**src/rtl/nseq_pkg.sv**
```systemverilog
// Shared constants for the microcode next-state sequencer: address width and NS select codes.
package nseq_pkg;

  localparam int ADDR_W = 8;

  typedef enum logic [2:0] {
    NS_ENC   = 3'b000,
    NS_FETCH = 3'b001,
    NS_COND  = 3'b010,
    NS_INC   = 3'b011,
    NS_JUMP  = 3'b100,
    NS_CALL  = 3'b101,
    NS_RET   = 3'b110,
    NS_WAIT  = 3'b111
  } ns_e;

endpackage

```
**src/rtl/addr_incrementer.sv**
```systemverilog
// Enabled register holding the selected next address plus one (wraps mod 2^W).
module addr_incrementer #(
  parameter int W = 8
) (
  input  logic         clk,
  input  logic         reset,
  input  logic         en,
  input  logic [W-1:0] reset_addr,
  input  logic [W-1:0] next_addr,
  output logic [W-1:0] inc_q
);

  logic [W-1:0] inc_d;

  // NOTE: inc_d gets its hold value first so every path assigns it; no latch is inferred.
  always_comb begin
    inc_d = inc_q;
    if (reset)   inc_d = reset_addr + W'(1);
    else if (en) inc_d = next_addr + W'(1);
  end

  // NOTE: state registers use non-blocking assignments so all flops update from pre-edge values.
  always_ff @(posedge clk) begin
    inc_q <= inc_d;
  end

endmodule

```
**src/rtl/next_state_sequencer.sv**
```systemverilog
// Microcode next-address sequencer: NS-selected address mux, State register, optional
// one-deep subroutine return register (enabled by defining NSEQ_SUBROUTINE_EN).
module next_state_sequencer
  import nseq_pkg::*;
#(
  parameter logic [ADDR_W-1:0] RESET_ADDR = 8'h00,
  parameter logic [ADDR_W-1:0] FETCH_ADDR = 8'h01
) (
  input  logic              CLK,
  input  logic              reset,
  input  logic [ADDR_W-1:0] Enc,
  input  logic [ADDR_W-1:0] CR,
  input  logic [2:0]        NS,
  input  logic              Cond,
  input  logic              Inv,
  input  logic              Stall,
  output logic [ADDR_W-1:0] State,
  output logic [ADDR_W-1:0] IncQ,
  output logic              RetValid
);

  logic [ADDR_W-1:0] state_q, state_d;
  logic [ADDR_W-1:0] next_addr;
  logic              cond_eff;
  logic              advance;
  ns_e               ns;

  assign ns       = ns_e'(NS);
  assign cond_eff = Cond ^ Inv;
  assign advance  = ~Stall;

`ifdef NSEQ_SUBROUTINE_EN
  logic [ADDR_W-1:0] ret_addr_q, ret_addr_d;
  logic              ret_valid_q, ret_valid_d;
`endif

  always_comb begin
    next_addr = IncQ;
    unique case (ns)
      NS_ENC:   next_addr = Enc;
      NS_FETCH: next_addr = FETCH_ADDR;
      NS_COND:  next_addr = cond_eff ? CR : IncQ;
      NS_INC:   next_addr = IncQ;
      NS_JUMP:  next_addr = CR;
      NS_CALL:  next_addr = CR;
`ifdef NSEQ_SUBROUTINE_EN
      NS_RET:   next_addr = ret_valid_q ? ret_addr_q : IncQ;
`else
      NS_RET:   next_addr = IncQ;
`endif
      NS_WAIT:  next_addr = cond_eff ? IncQ : state_q;
      default:  next_addr = IncQ;
    endcase
  end

  always_comb begin
    state_d = state_q;
    if (reset)        state_d = RESET_ADDR;
    else if (advance) state_d = next_addr;
  end

`ifdef NSEQ_SUBROUTINE_EN
  always_comb begin
    ret_addr_d  = ret_addr_q;
    ret_valid_d = ret_valid_q;
    if (reset) begin
      ret_addr_d  = '0;
      ret_valid_d = 1'b0;
    end else if (advance) begin
      if (ns == NS_CALL) begin
        // One-deep: a nested call simply overwrites the saved address.
        ret_addr_d  = IncQ;
        ret_valid_d = 1'b1;
      end else if (ns == NS_RET) begin
        ret_valid_d = 1'b0;
      end
    end
  end

  always_ff @(posedge CLK) begin
    ret_addr_q  <= ret_addr_d;
    ret_valid_q <= ret_valid_d;
  end

  assign RetValid = ret_valid_q;
`else
  assign RetValid = 1'b0;
`endif

  always_ff @(posedge CLK) begin
    state_q <= state_d;
  end

  addr_incrementer #(.W(ADDR_W)) u_inc (
    .clk        (CLK),
    .reset      (reset),
    .en         (advance),
    .reset_addr (RESET_ADDR),
    .next_addr  (next_addr),
    .inc_q      (IncQ)
  );

  assign State = state_q;

endmodule

```
**config.mk**
```make
export PLATFORM = sky130hd
export DESIGN_NAME = next_state_sequencer
export DESIGN_NICKNAME = d
export VERILOG_FILES = /design/src/rtl/nseq_pkg.sv /design/src/rtl/addr_incrementer.sv /design/src/rtl/next_state_sequencer.sv
export SDC_FILE = /design/constraint.sdc
export NUM_CORES = 1
export LEC_CHECK = 0
export ABC_AREA = 1
export CELL_PAD_IN_SITES_DETAIL_PLACEMENT = 2
export CELL_PAD_IN_SITES_GLOBAL_PLACEMENT = 2
export CORE_ASPECT_RATIO = 1.25
export CORE_MARGIN = 2
export CORE_UTILIZATION = 24
export DETAILED_ROUTE_END_ITERATION = 10
export PLACE_DENSITY_LB_ADDON = 0.1
export RECOVER_POWER = 100
export REMOVE_ABC_BUFFERS = 1
export SETUP_SLACK_MARGIN = 0.3
export SYNTH_ARGS = -nofsm -noshare
export SYNTH_HDL_FRONTEND = slang
export SYNTH_SLANG_ARGS = --single-unit
```
**constraint.sdc**
```tcl
create_clock -name CLK -period 1.6 [get_ports CLK]
set_input_delay 0.16 -clock CLK [delete_from_list [all_inputs] [get_ports CLK]]
set_output_delay 0.16 -clock CLK [all_outputs]
set_load 0.05 [all_outputs]
```
# [Word-level counts from Yosys, hierarchy flattened]
# Index checks and enable logic that the tools add are counted.
[word_totals] register_bits=16 word_cells=17 in_bits=24
[op_classes] n_eq_ne=7 mux=3 n_reduce_logical=3 addsub=1 bitwise_logic=1
[op_table] cell="$pmux W8 S6" count=1
[op_table] cell="$mux W8" count=2
[op_table] cell="$eq A3 B3 Y1 const B" count=4
[op_table] cell="$add A8 B1 Y8 const B" count=1
[op_table] cell="$eq A3 B2 Y1 const B" count=2
[op_table] cell="$reduce_or A2 Y1" count=2
[op_table] cell="$eq A3 B1 Y1 const B" count=1
[op_table] cell="$logic_not A3 Y1" count=1
[op_table] cell="$xor A1 B1 Y1" count=1

# [Logic depth before layout (Yosys ltp)]
# Gate-level depths: netlist of the first run.
[logic_depth] ltp_word=4 mapped_depth=17

# [Cells and area by module]
# A second synthesis of the first run with hierarchy kept.
[hier_totals] cells_unflattened=257 area_unflattened_um2=1552.7
[by_module_without_submodules] mod="next_state_sequencer" instances=1 cells_per_inst=193 seq_area_each_um2=160.2 area_each_um2=1012.2
[by_module_without_submodules] mod="addr_incrementer" instances=1 cells_per_inst=64 seq_area_each_um2=240.2 area_each_um2=540.5

# [Worst setup path after synthesis of the first run]
# No wires, ideal clock.
[synth_timing] kind="flip-flop to flip-flop" startpoint="register u_inc.inc_q[0]" endpoint="register u_inc.inc_q[6]" setup_ns=0.111 period_less_slack_ns=1.818 path_stages_with_launch=13 arrival_time_ns=1.707 slack_ns=-0.218 path_buffers=0 path_cell_list="dfxtp_1 inv_1 nand2_1 o211ai_2 nand3_1 nand2_4 inv_1 ha_1 nand3_2 o21bai_1 nand3_1 nand2_1 inv_1"
[synth_between] elab_chain_len=3 elab_cells_between_ends=4 cone_classes="1 x add/sub; 3 x mux"
[synth_lines] item="start, declared" line_no="addr_incrementer.sv:10" text="output logic [W-1:0] inc_q"
[synth_lines] item="start signal, assigned" line_no="addr_incrementer.sv:24" text="inc_q <= inc_d;"
[synth_lines] item="$mux W8, on equally long branches" line_no="next_state_sequencer.sv:51, next_state_sequencer.sv:42"
[synth_lines] item="$pmux W8 S6 *" line_no="next_state_sequencer.sv:39" text="unique case (ns)"
[synth_lines] item="net next_addr[0]" line_no="next_state_sequencer.sv:23" text="logic [ADDR_W-1:0] next_addr;"
[synth_lines] item="$add A8 B1 Y8 *" line_no="addr_incrementer.sv:19" text="else if (en) inc_d = next_addr + W'(1);"
# The timed path passes the listed nets; every way through them passes the cells marked *.
# A chain may end at the register's enable or synchronous reset.

# [Final worst setup path of the first run]
[layout_timing] startpoint="register u_inc.inc_q[1]" endpoint="register u_inc.inc_q[4]"
# Same word-level chain as after synthesis.

==> key figures, run 1 <==
STA
  • Hold Violations, Final: 0
  • Least-Margin Pin Slew: 0.664 ns
  • Minimum clock period: 1.56 ns
  • RSZ-0062 raised after global routing: true
  • Clock Skew: 0.0121 ns
  • Setup violators final: 0
  • Max transition margin: 55.9%
  • Maximum clock rate: 643 MHz
  • Hold WS: 0.569 ns
  • Fin crit share: 97.2%
  • Setup ws final: between 0.04 and 0.05 ns
  • Final-report max-slew violation count: 0

Synthesis
  • Post-Syn Instances: roughly 230
  • Post-synth EDFFs: 0
  • Top cells by area, synth: dfxtp_1 23%, nand2_1 21%, nor2_1 8.9%
  • Cell area after synthesis: 1390 um2
  • Ys flop type: dfxtp_1
  • Synthesized area per cell: 6.01 um2
  • Post-synth cell types: 33
  • #FFs+latches synth: 16
  • Syn. warnings: 0
  • Seq/Total Area, Yosys: between 20% and 30%
  • Yosys top cell area share: 23.0%
  • Cell taking the most area after synthesis: dfxtp_1
  • Asr flop ratio synth: 0%

Floorplanning
  • Core box area: 5700 um2
  • Die Wd: around 70 um
  • Site row count: 31
  • Die ar.: 6440 um2
  • Initial Util: roughly a quarter
  • IO Count: 41
  • DIE HEIGHT: 89.2 um

Clock network
  • CTS tree: built
  • Clk root buf: clkbuf_8
  • Clock Tree Buf Depth: 2
  • CTS Buf Count: 3
  • Hold buffer count at CTS: 0
  • Skew-Pair Late Insertion Delay: 0.27 ns
  • CTS sink cnt: 16
  • Clk slew on worst S/H paths: around 0.08 ns
  • H-tree depth: 1

Power
  • VDD IR max: 0.290 mV
  • Overall power: 1.63 mW
  • Clock share of power: 21.3%
  • Switching Fraction: 43.1%
  • Leak pwr: 1.40 nW
  • Pwr per Cell Area: 588 nW/um2
  • Switching pwr: approximately 0.7 mW
  • Internal: 0.929 mW
  • Combinational fraction of design power: between 50% and 60%
  • Flop pwr share: 28.0%

Global routing
  • Grt ovf: 0
  • Antenna violations before repair: 0
  • Largest net degree at the start of global routing: 21
  • Vias in the first global route: a little under 2000
  • GRT Util Overall: 20.2%
  • First-pass GRT wire length: around 9900 um

Critical path
  • Crit-path cells: inv_1, nor2_2, a21oi_4, nand3_4, ha_4, nand3_4, nor3_1, nor2_1, nor2_1
  • Crit path largest cell delay: 0.37 ns
  • Worst EP arrival: 1.73 ns
  • WS Path Type: reg -> reg
  • Required @ worst endpoint: roughly 1.8 ns
  • CP delay by family, top: simple AND/OR/NAND/NOR gates
  • Worst Reg-to-Reg Cells: 9
  • Crit. End Element: flip-flop
  • Worst path bufs/invs: 1
  • CP Launch Type: flip-flop
  • Crit path depth: 9
  • FF-to-FF setup slack: 0.04 ns
  • Reg-to-Reg Start: u_inc.inc_q[1]
  • Worst Setup SP: u_inc.inc_q[1]
  • CP max FO: 4
  • CP max-delay cell: dfxtp_4

Drt
  • Post-route ant nets: 0
  • Post-DR vias/cell: 4.84
  • Starting DRT DRC Count: 36
  • Wire per inst: between 20 and 25 um
  • DRC: 0
  • Routed vias: 1901
  • Routed WL: 8090 um
  • DR pass1 iterations: 4

Finish
  • Share of layout cells above drive strength 1: 48.6%
  • Area grow syn2layout: 99.0%
  • Post-layout util: 48.7%
  • Post-route design area: approximately 2800 um2
  • Ant. Diodes: 0
  • Nets@finish: 354
  • Layout fillers: around 640

Placement
  • DP Area: 2070 um2
  • Placement Setup Slack: -0.636 ns
  • DP HPWL: 4370 um
  • Routability cong.: 0.764
  • I/O Buffers: 39

Hold path
  • Worst hold stages: 4
  • Worst hold path type: reg -> reg
  • Hold_sp: State[7]

Status
  • Outcome: completed

Run
  • Max-Cap Viols: 0
worst register-to-register path: stages (launching register included):
cell	delay, ns
dfxtp_4	0.37
inv_1	0.07
nor2_2	0.17
a21oi_4	0.06
nand3_4	0.12
ha_4	0.17
nand3_4	0.10
nor3_1	0.19
nor2_1	0.08
nor2_1	0.13
layout make-up:
| class | count | area (um2) | share of cell area, % |
|---|---|---|---|
| multi-input combinational | 181 | 1320 | 47.7 |
| clock buffer | 3 | 41.3 | 1.49 |
| tap | 66 | 82.6 | 2.98 |
| timing repair buffer | 97 | 837 | 30.2 |
| sequential | 16 | 339 | 12.2 |
| inverter | 30 | 150 | 5.41 |
synthesized netlist by cell type (all sizes together), types with 2 or more instances:
cell	number
a21oi	5
buf	2
clkbuf	2
clkinv	2
dfxtp	16
inv	28
nand2	92
nand3	28
nor2	39
o211ai	2
o21ai	5
or2	2
cells in the final DEF, fill, tap and decap left out, drive strengths merged:
| cell | Yosys | final |
|---|---|---|
| a21boi | 1 | 1 |
| a21oi | 5 | 5 |
| a31oi | 1 | 1 |
| buf | 2 | 59 |
| clkbuf | 2 | 22 |
| clkdlybuf4s50 | 0 | 11 |
| clkinv | 2 | 4 |
| conb | 1 | 1 |
| dfxtp | 16 | 16 |
| dlygate4sd2 | 0 | 7 |
| dlygate4sd3 | 0 | 1 |
| ha | 1 | 1 |
| inv | 28 | 26 |
| nand2 | 92 | 92 |
| nand3 | 28 | 28 |
| nor2 | 39 | 39 |
| nor3 | 1 | 1 |
| o211a | 1 | 1 |
| o211ai | 2 | 2 |
| o21ai | 5 | 5 |
| o21bai | 1 | 1 |
| or2 | 2 | 2 |
| xor2 | 1 | 1 |
repair_timing:
item,4_1_cts,5_1_grt
cloned,0,0
gates resized for setup,77,101
setup buffers,15,11
endpoints found under the setup margin,16,12
pin swaps,33,37
cells by family after synthesis:
family	share of synthesized area (%)
xor+xnor	0.628
other cells	0.269
buf+inv	10.8
simple gates	57.2
fa+ha+maj	0.898
compound gates	7.27
flops	23.0
state kept, by name, indices dropped and copies added (netlist names):
signal,cells
State,8
u_inc.inc_q,8
through the flow:
step,std cells,setup TNS (ns)
after global placement,364,-6.29
after global routing,393,-0.133
after floorplan,227,-0.521
final,393,0
after CTS,382,0
after detailed placement,364,-7.09
per-layer routing:
layer  global-route usage (%)  up-vias  wire (um)
met4                     5.83        0        266
met2                     39.3       38       4660
met5                        0        -          0
li1                         -      911          -
met1                     23.3      935       3020
met3                     1.47       17        137
power by group through the flow:
stage | Combinational, mW | Clock (mW) | Sequential [mW]
global placement | 0.572 | 0 | 0.462
global route | 0.874 | 0.356 | 0.461
CTS | 0.668 | 0.333 | 0.455
floorplan | 0.217 | 0 | 0.549
finish | 0.827 | 0.348 | 0.457
detailed placement | 0.585 | 0 | 0.462
worst paths after layout:
path                    end
max reg2reg  u_inc.inc_q[4]
min reg2reg        State[7]
max          u_inc.inc_q[4]
min                State[7]
No activity file was read; power rests on OpenSTA's default activity.
==> inputs of run 2 (changes only) <==
Settings changed: ABC_AREA 1 to unset, CORE_UTILIZATION 24 to 25.
==> key figures, run 2 <==
Synthesis
  • Compound-cell area share of the yosys netlist: 28.8% (+22 points)
  • Seq/Total Area, Yosys: 27.4% (+4.4 points)
  • Top cells by area, synth: dfxtp_1 27%, nor2_1 7.1%, nand2_1 4.5%
  • Asr flop ratio synth: 0% (unchanged)
  • Cell taking the most area after synthesis: dfxtp_1
  • Proportion of synthesized area in mux cells: 5.34% (+5.3 points)
  • Post-synth top cells: 22 x nor2_1, 16 x dfxtp_1, 14 x nand2_1, 9 x a21oi_1, 7 x nand3_1
  • Simple-gate area share of the yosys netlist: 27.2% (-30 points)
  • Ys flop type: dfxtp_1
  • Synth Area in XOR/XNOR: 3.63% (+3.0 points)
  • Post-synth EDFFs: 0 (unchanged)
  • Cell area after synthesis: 1170 um2 (-16%)
  • Largest family of logic cells by synthesized area: compound AO/OA/AOI/OAI gates
  • Post-Syn Instances: 146 (-37%)
  • Adder-cell area share of the yosys netlist: 1.07% (+0.17 points)
  • Syn. warnings: 0 (unchanged)
  • Post-synth cell types: 45 (+36%)
  • Synthesized area per cell: 8.02 um2 (+34%)
  • #FFs+latches synth: 16 (unchanged)
  • Most numerous cell in the Yosys netlist: nor2_1
  • Yosys top cell area share: 27.4% (+4.4 points)

Power
  • VDD IR max: 0.514 mV (+77%)
  • Overall power: 1.78 mW (+9.3%)
  • Pwr per Cell Area: 724 nW/um2 (+23%)
  • Leak pwr: 0.991 nW (-29%)

Critical path
  • FF-to-FF setup slack: -0.18 ns (-0.22 ns)
  • Worst Reg-to-Reg Cells: 6 (-3)
  • Worst path bufs/invs: 3 (+2)
  • Worst EP arrival: 2.15 ns (+0.42 ns)
  • CP delay by family, top: simple AND/OR/NAND/NOR gates
  • Reg2reg end: u_inc.inc_q[5]
  • WS Path Type: in -> reg
  • CP Launch Type: primary input
  • Crit. End Element: flip-flop
  • Worst Setup SP: Cond
  • Crit path depth: 10 (+1)
  • Reg-to-Reg Start: State[0]
  • CP max-delay cell: or3_4
  • Crit path largest cell delay: 0.38 ns (about the same)
  • Required @ worst endpoint: 1.76 ns (-0.02 ns)
  • Crit-path cells: buf_8, xnor2_4, mux2i_4, buf_12, nand3_2, a31oi_1, buf_4, nand2_2, or3_4, a311oi_2
  • CP max FO: 7 (+3)
  • CP endpoint: u_inc.inc_q[5]

Floorplanning
  • Site row count: 27 (-13%)
  • Initial Util: 26.3% (+1.8 points)
  • DIE HEIGHT: 80.5 um (-9.7%)
  • Core box area: 4460 um2 (-22%)
  • IO Count: 41 (unchanged)
  • Die Wd: 65.2 um (-9.6%)
  • Die ar.: 5250 um2 (-18%)

Drt
  • Post-route ant nets: 0 (unchanged)
  • Starting DRT DRC Count: 60 (+67%)
  • DR pass1 iterations: 4 (unchanged)
  • Routed vias: 1606 (-16%)
  • Post-DR vias/cell: 5.39 (+11%)
  • DRC: 0 (unchanged)
  • Routed WL: 8470 um (+4.7%)
  • Wire per inst: 28.4 um (+38%)

Finish
  • Commonest cells after routing, fill and taps aside: 44 x buf_4, 22 x buf_6, 18 x nor2_1, 18 x clkdlybuf4s50_1, 16 x dfxtp_1
  • Post-layout util: 55.2% (+6.6 points)
  • Post-route design area: 2460 um2 (-11%)
  • Share of layout cells above drive strength 1: 56.3% (+7.6 points)
  • Nets@finish: 266 (-25%)
  • Layout fillers: 456 (-29%)
  • Ant. Diodes: 0 (unchanged)
  • Most common cell after layout, fill and taps aside: buf_4
  • Fin cells: 298 (-24%)
  • Area grow syn2layout: 110%

Hold path
  • Worst hold stages: 2 (-2)
  • Hold_sp: State[7]
  • Worst hold path type: reg -> reg

Global routing
  • GRT Util Overall: 26.5% (+6.3 points)
  • Vias in the first global route: 1811 (-6.6%)
  • Largest net degree at the start of global routing: 14 (-33%)
  • Grt ovf: 0 (unchanged)
  • First-pass GRT wire length: 10300 um (+4.3%)
  • Antenna violations before repair: 0 (unchanged)

STA
  • Hold WS: 0.538 ns (-0.0309 ns)
  • Setup ws final: -0.390 ns (-0.435 ns)
  • Minimum clock period: 1.99 ns (+0.435 ns)
  • RSZ-0062 raised after global routing: true
  • Max transition margin: 58.1% (+2.2 points)
  • Setup violators final: 12 (+12)
  • Hold Violations, Final: 0 (unchanged)
  • Maximum clock rate: 502 MHz (-22%)
  • Final-report max-slew violation count: 0 (unchanged)
  • Clock Skew: 0.0123 ns (+0.000250 ns)
  • Least-Margin Pin Slew: 0.632 ns (-0.0324 ns)
  • Fin crit share: 124% (+27 points)

Clock network
  • CTS Buf Count: 3 (unchanged)
  • CTS sink cnt: 16 (unchanged)
  • H-tree depth: 1 (unchanged)
  • Clk slew on worst S/H paths: 0.08 ns (about the same)
  • CTS tree: built
  • Clk root buf: clkbuf_8
  • Skew-Pair Late Insertion Delay: 0.26 ns (about the same)
  • Clock Tree Buf Depth: 2 (unchanged)

Status
  • Outcome: finished with violations
  • Failing checks: negative setup slack

Run
  • Max-Cap Viols: 0 (unchanged)

Placement
  • DP Area: 1880 um2 (-8.9%)
  • Inst Count DP: 274 (-25%)
  • I/O Buffers: 39 (unchanged)
  • DP HPWL: 4110 um (-6.1%)
  • Routability cong.: 0.784 (+2.7%)
==> run 2: cell types whose count changed in the layout (fill, tap and decap cells not counted), sizes merged, moves of 7 or more <==
cell and change:
buf +15, nand3 -19, clkdlybuf4s50 +7, dlygate4sd2 -7, clkbuf -9, nor2 -17
inv -20, nand2 -78
==> run 2: through the flow <==
step / setup slack (ns) / setup TNS (ns)
2_1_floorplan: -0.569 / -3.86
3_3_place_gp: -0.909 / -10.19
3_5_place_dp: -1.01 / -11.66
4_1_cts: -0.192 / -0.878
5_1_grt: -0.432 / -2.84
6_report: -0.390 / -2.34
==> run 2: kinds of logic after synthesis <==
family,after synthesis
flip-flops,16
XOR/XNOR,4
adder cells (fa/ha/maj),1
AND/OR/NAND/NOR,64
AO/OA/AOI/OAI,38
buffers and inverters,17
other,1
multiplexers,5
==> run 2: tightest hold or removal path: cells and delay by family (launching register included) <==
family | cells | cell delay, ns
DFF | 1 | 0.34
and+or+nand+nor | 1 | 0.09
AOI/OAI and AO/OA | 1 | 0.06
==> run 2: how the worst min path moves through the flow <==
stage,end,slack [ns]
finish,State[7],0.54
global route,State[7],0.56
CTS,State[7],0.51
global placement,State[7],0.48
floorplan,u_inc.inc_q[5],0.23
detailed placement,State[7],0.49
==> run 2: where the power goes <==
group / switching [mW] / internal (mW)
sequential: 0.0422 / 0.429
combinational: 0.502 / 0.424
clock: 0.168 / 0.219
==> run 2: cell type report <==
type | count | area (um2) | share of cell area, %
multi-input cells | 113 | 1080 | 43.9
repair buffers | 101 | 910 | 36.9
flip-flops and latches | 16 | 320 | 13.0
well taps | 58 | 72.6 | 2.95
clock buffers | 4 | 55.1 | 2.23
inverters | 6 | 25.0 | 1.02
==> run 2: layer usage <==
| metal | GRT usage, % | part of all wire [%] | up-vias |
|---|---|---|---|
| li1 | - | - | 723 |
| met1 | 30.9 | 41 | 807 |
| met2 | 50.4 | 53 | 62 |
| met3 | 2.52 | 3.6 | 14 |
| met4 | 7.50 | 2.5 | 0 |
| met5 | 0 | 0 | - |
==> run 2: timing repair <==
item	in CTS	in global routing
hold buffers	0	0
resized for setup	75	35
endpoints found under the setup margin	16	16
hold endpoints to repair	0	0
setup buffers	11	8
pin swaps	32	10
gates cloned	1	0
==> variant 1, RTL diff (settings of run 2) <==
`ADDR_W`: 8 -> 7.
--- a/src/rtl/nseq_pkg.sv
+++ b/src/rtl/nseq_pkg.sv
@@ -1,7 +1,7 @@
 // Shared constants for the microcode next-state sequencer: address width and NS select codes.
 package nseq_pkg;
 
-  localparam int ADDR_W = 8;
+  localparam int ADDR_W = 7;
 
   typedef enum logic [2:0] {
     NS_ENC   = 3'b000,
Ports: changed (resized CR, Enc, IncQ and State); port bits go from 41 to 37. No check against the original RTL was run, so the function may have changed too.
==> variant 1 against run 2 <==
  * Setup slack better by 0.050 ns
  * Register-to-register slack worse by 0.12 ns
  * The flow still finishes with violations (setup timing)
  * Die area down 6.7%
  * Critical endpoint unchanged
  * Cell count down 7.7%
  * Synthesized area down 7.1%
  * Cell area down 17%
  * Wire length down 18%
  * Total power down 16%
  * Utilization down 5.5 points
  * Sequential cell count down 2
  * Sequential share of layout area up 0.75 points
  * Non-clock buffer count down 18
==> variant 1: results (changes against run 2) <==
| Metric | Value |
|---|---|
| Outcome | finished, violations left |
| Violated checks | setup timing |
| Nets | 243 (-8.6%) |
| Synth cell types | 42 (-6.7%) |
| Placed Cells | 257 (-6.2%) |
| Vias in the first global route | 1,657 (-8.5%) |
| GR met1 Demand/Resource | 27.7% (-3.2 points) |
| Metal-1 WL | 2630 µm (-24%) |
| Met3 usage | 2.32% (-0.20 points) |
| Final worst slack | -0.340 ns (+0.0503 ns) |
| Post-synthesis mux area share | 8.39% (+3.0 points) |
| Final setup fails | 10 (-2) |
| Met2 WL | 3830 µm (-15%) |
| Layout cell share with drive strength beyond 1 | 44.3% (-12 points) |
| Routed wire length | 6930 µm (-18%) |
| Top post-synthesis cells by count | 18 x nor2_1, 14 x a21oi_1, 14 x dfxtp_1, 12 x nand2_1, 8 x mux2i_1 |
| Met2 usage | 45.7% (-4.7 points) |
| Port Buffer Count | 35 (-10%) |
| DR iter-0 viols | 39 (-35%) |
| Routability cong. | 0.775 (-1.2%) |
| Slew margin rel. | 59.3% (+1.2 points) |
| Path depth of the worst reg2reg path | 7 (+1) |
| Clock skew | 0.00481 ns (-0.00753 ns) |
| Register area share after synthesis | 25.7% (-1.6 points) |
| Hold EP | State[3] |
| R2R Setup Slk | -0.30 ns (-0.12 ns) |
| Vias | 1,469 (-8.5%) |
| DR WL met3 | 204 µm (-34%) |
| First-pass GRT wire length | 9050 µm (-12%) |
| Non-filler cells in the finished layout | 275 (-7.7%) |
| Power Density | 730 nW/µm² (+0.84%) |
| Pin count of the biggest net entering global routing | 15 (+1) |
| Worst hold start | State[3] |
| GRT Util Overall | 24.3% (-2.2 points) |
| Ranking of synthesized cells by area | dfxtp_1 26%, mux2i_1 7.4%, a21oi_1 6.4% |
| Seq pwr share | 27.0% (+0.6 points) |
| Worst vdd ir | 391 µV (-24%) |
| Lkg Pwr | 0.000851 µW (-14%) |
| Top cell type's share of synthesized area | 25.7% (-1.6 points) |
-- variant 1: critical path, cell delays in order --
cell,delay (ns)
buf_12,0.12
xor2_4,0.26
mux2i_1,0.32
buf_4,0.21
buf_4,0.12
and3_4,0.18
o32a_4,0.19
nand4_1,0.18
xnor2_1,0.19
o21a_1,0.18
-- variant 1: what timing repair did --
| item | 4_1_cts | 5_1_grt |
|---|---|---|
| endpoints found under the setup margin | 14 | 14 |
| gates resized for setup | 73 | 21 |
| buffers inserted | 11 | 3 |
| hold buffers | 0 | 0 |
| pin swaps | 25 | 17 |
-- variant 1: cell families (layout without fill, tap and decap cells) --
logic type | Yosys count | in the layout
simple gates | 58 | 58
compound gates | 36 | 36
buf+inv | 15 | 92
flops | 14 | 14
mux | 9 | 9
xor+xnor | 8 | 8
fa+ha+maj | 1 | 1
other cells | 1 | 1
-- variant 1: layout make-up --
cell class | count | area, µm²
timing repair buffer | 83 | 674
tap | 56 | 70.1
fill | 482 | 2080
sequential | 14 | 283
inverter | 5 | 18.8
multi-input combinational | 113 | 955
clock buffer | 4 | 55.1
-- variant 1: how the worst max path moves through the flow --
stage / from / endpoint / cells after the start
finish: Inv / u_inc.inc_q[5] / 10
detailed placement: Inv / u_inc.inc_q[6] / 9
global route: u_inc.inc_q[2] / u_inc.inc_q[5] / 7
floorplan: u_inc.inc_q[2] / u_inc.inc_q[6] / 7
global placement: Inv / u_inc.inc_q[2] / 9
CTS: NS[2] / u_inc.inc_q[6] / 10
-- variant 1: per-stage QoR --
step,cell area (µm²),setup TNS [ns],hold slack (ns),worst slack [ns]
floorplan,1040,-2.13,0.229,-0.383
global placement,1680,-9.54,0.516,-0.953
detailed placement,1680,-10.51,0.541,-1.04
CTS,2000,-0.278,0.568,-0.110
global route,2060,-2.32,0.612,-0.349
finish,2060,-1.63,0.560,-0.340
==> variant 2, RTL diff (settings of run 2) <==
Made on the original files. The option `NSEQ_SUBROUTINE_EN` is turned on by a define.
--- a/src/rtl/next_state_sequencer.sv
+++ b/src/rtl/next_state_sequencer.sv
@@ -1,5 +1,7 @@
 // Microcode next-address sequencer: NS-selected address mux, State register, optional
 // one-deep subroutine return register (enabled by defining NSEQ_SUBROUTINE_EN).
+`define NSEQ_SUBROUTINE_EN
+
 module next_state_sequencer
   import nseq_pkg::*;
 #(
Check against the original RTL: not equivalent (a bounded check fails within 4 cycles, from zero or initial values and one cycle with reset high).
==> variant 2 against run 2 <==
  * The flow still finishes with violations (setup timing)
  * Setup slack worse by 0.014 ns
  * Largest power group unchanged
  * Total power is 9.0% higher
  * Critical endpoint is now u_inc.inc_q[2]
  * Sequential cell count rose by 9
  * Sequential power rose by 46%
  * Synthesized area up 48%
  * Wire length fell by 6.9%
  * Register-to-register slack worse by 0.22 ns
  * Cell area up 20%
==> variant 2: results (changes against run 2) <==
| Metric | Value |
|---|---|
| Outcome | finished, violations left |
| Violated checks | setup timing |
| Nets | 346 (+30%) |
| Total of max-cap violations | 0 (unchanged) |
| First-pass GRT wire length | 11,700 µm (+14%) |
| DR iter-0 viols | 35 (-42%) |
| Reg2reg end | u_inc.inc_q[2] |
| Synth async-reset ratio | 0% (unchanged) |
| Worst Path Arrival | 2.18 ns (+0.03 ns) |
| Pin count of the biggest net entering global routing | 26 (+12) |
| Clock buffer depth | 2 (unchanged) |
| Worst hold start | NS[0] |
| Lkg Pwr | 0.00121 µW (+23%) |
| Worst Hold Class | input port to register |
| Diode count | 0 (unchanged) |
| Filler Cell Count | 738 (+62%) |
| Switching share of power | 35.7% (-4.2 points) |
| Worst-path fanout max | 3 (-4) |
| CP top delay family | flip-flops |
| Post-Synth Adder-Cell Area | 0.722% (-0.35 points) |
| Clock skew | 0.00600 ns (-0.00635 ns) |
| Worst-Skew Late Latency | 0.28 ns (+0.02 ns) |
| Layout cell share with drive strength beyond 1 | 44.7% (-12 points) |
| Post-Synth XOR/XNOR Area | 3.61% (-0.022 points) |
| Compound-cell area share of the yosys netlist | 18.9% (-9.9 points) |
| Number of synthesized flops with an enable pin | 0 (unchanged) |
| Slew margin rel. | 59.7% (+1.6 points) |
| Register area share after synthesis | 28.9% (+1.5 points) |
| Hold path cells | 5 (+3) |
| Worst vdd ir | 319 µV (-38%) |
| Top post-synthesis cells by count | 40 x nor2_1, 25 x dfxtp_1, 24 x mux2i_1, 16 x a21oi_1, 14 x nand2_1 |
| Ranking of synthesized cells by area | dfxtp_1 29%, mux2i_1 14%, nor2_1 8.7% |
| Post-synthesis mux area share | 15.5% (+10 points) |
| Routed wire length | 7880 µm (-6.9%) |
| Path depth of the worst reg2reg path | 11 (+5) |
| Routability cong. | 0.778 (-0.76%) |
| GRT Util Overall | 19.9% (-6.6 points) |
| Slowest cell delay on critical path | 0.37 ns |
| DRT Pass-1 Iters | 4 (unchanged) |
| Reg2reg start | RetValid |
| Syn. warnings | 0 (unchanged) |
| Final worst slack | -0.404 ns (-0.0140 ns) |
| Final setup fails | 15 (+3) |
| Synth cell types | 51 (+13%) |
| Initial antenna violation count | 0 (unchanged) |
| Via density | 4.93 (-8.5%) |
| Setup TNS | -3.38 ns (-1.05 ns) |
| Slowest cell on crit path | dfxtp_2 |
| Hold EP | RetValid |
| Worst-path clk slew | 0.10 ns (+0.02 ns) |
| Root buf cell | clkbuf_8 |
| Port Buffer Count | 40 (+2.6%) |
| Vias in the first global route | 2,268 (+25%) |
| Final HPWL DP | 5480 µm (+33%) |
| TritonCTS buffer count | 3 (unchanged) |
[variant 2: cell types whose count changed after synthesis, sizes merged, moves of 4 or more]
cell,before,now
nor2,22,40
nor4b,0,4
a211oi,4,0
a21oi,9,16
and3,6,2
dfxtp,16,25
nand3,9,5
mux2i,5,25
a32oi,5,0
[variant 2: worst max-delay path by stage]
stage | endpoint | cells past startpoint | startpoint | slack [ns]
floorplan | u_inc.inc_q[6] | 10 | RetValid | -0.77
global placement | u_inc.inc_q[7] | 10 | NS[1] | -0.95
detailed placement | u_inc.inc_q[7] | 10 | NS[1] | -1.06
CTS | u_inc.inc_q[2] | 11 | RetValid | -0.39
global route | u_inc.inc_q[2] | 11 | RetValid | -0.53
finish | u_inc.inc_q[2] | 11 | RetValid | -0.40
[variant 2: cells by family after synthesis]
kind of cell / count (synthesis)
adder cells (fa/ha/maj): 1
buffers and inverters: 20
XOR/XNOR: 5
AO/OA/AOI/OAI: 46
flip-flops: 25
AND/OR/NAND/NOR: 87
multiplexers: 26
[variant 2: what timing repair did]
action / in CTS / in global routing
gates cloned: 1 / 0
buffers inserted: 10 / 4
pin swaps: 17 / 11
endpoints found under the setup margin: 25 / 25
resized for setup: 68 / 13
[variant 2: power by group through the flow]
stage | Combinational, µW | Clock [µW] | Sequential, µW
floorplan | 221 | 0 | 807
global placement | 709 | 0 | 697
detailed placement | 722 | 0 | 698
CTS | 822 | 418 | 684
global route | 911 | 460 | 691
finish | 852 | 406 | 686
[variant 2: per-layer routing]
layer	vias to the layer above	wire, µm	part of all wire [%]	global-route usage (%)
met5	-	0	0	0
met4	0	144	1.8	5.53
met3	11	147	1.9	1.77
met2	33	4470	57	39.3
met1	997	3120	40	21.9
li1	966	-	-	-
[variant 2: final cells by class]
| class | instances | area, µm² | area share, % |
|---|---|---|---|
| multi-input cells | 165 | 1290 | 43.7 |
| repair buffers | 122 | 998 | 33.7 |
| flip-flops and latches | 25 | 502 | 16.9 |
| well taps | 87 | 109 | 3.67 |
| clock buffers | 4 | 45.0 | 1.52 |
| inverters | 4 | 15.0 | 0.507 |
[variant 2: worst min-delay path: cells and delay by family]
| kind | cells | cell delay (ns) |
|---|---|---|
| AOI/OAI and AO/OA | 2 | 0.18 |
| buffers and inverters | 3 | 0.36 |
[variant 2: stage by stage]
stage | worst slack (ns) | hold slack, ns | cell area (µm²) | std cells | util [%]
final | -0.404 | 0.468 | 2960 | 407 | 44.6
after global routing | -0.527 | 0.474 | 2960 | 407 | 44.6
after CTS | -0.393 | 0.398 | 2900 | 403 | 43.6
after detailed placement | -1.06 | 0.492 | 2620 | 388 | 39.3
after global placement | -0.953 | 0.475 | 2620 | 388 | 39.3
after floorplan | -0.773 | 0.229 | 1630 | 194 | -
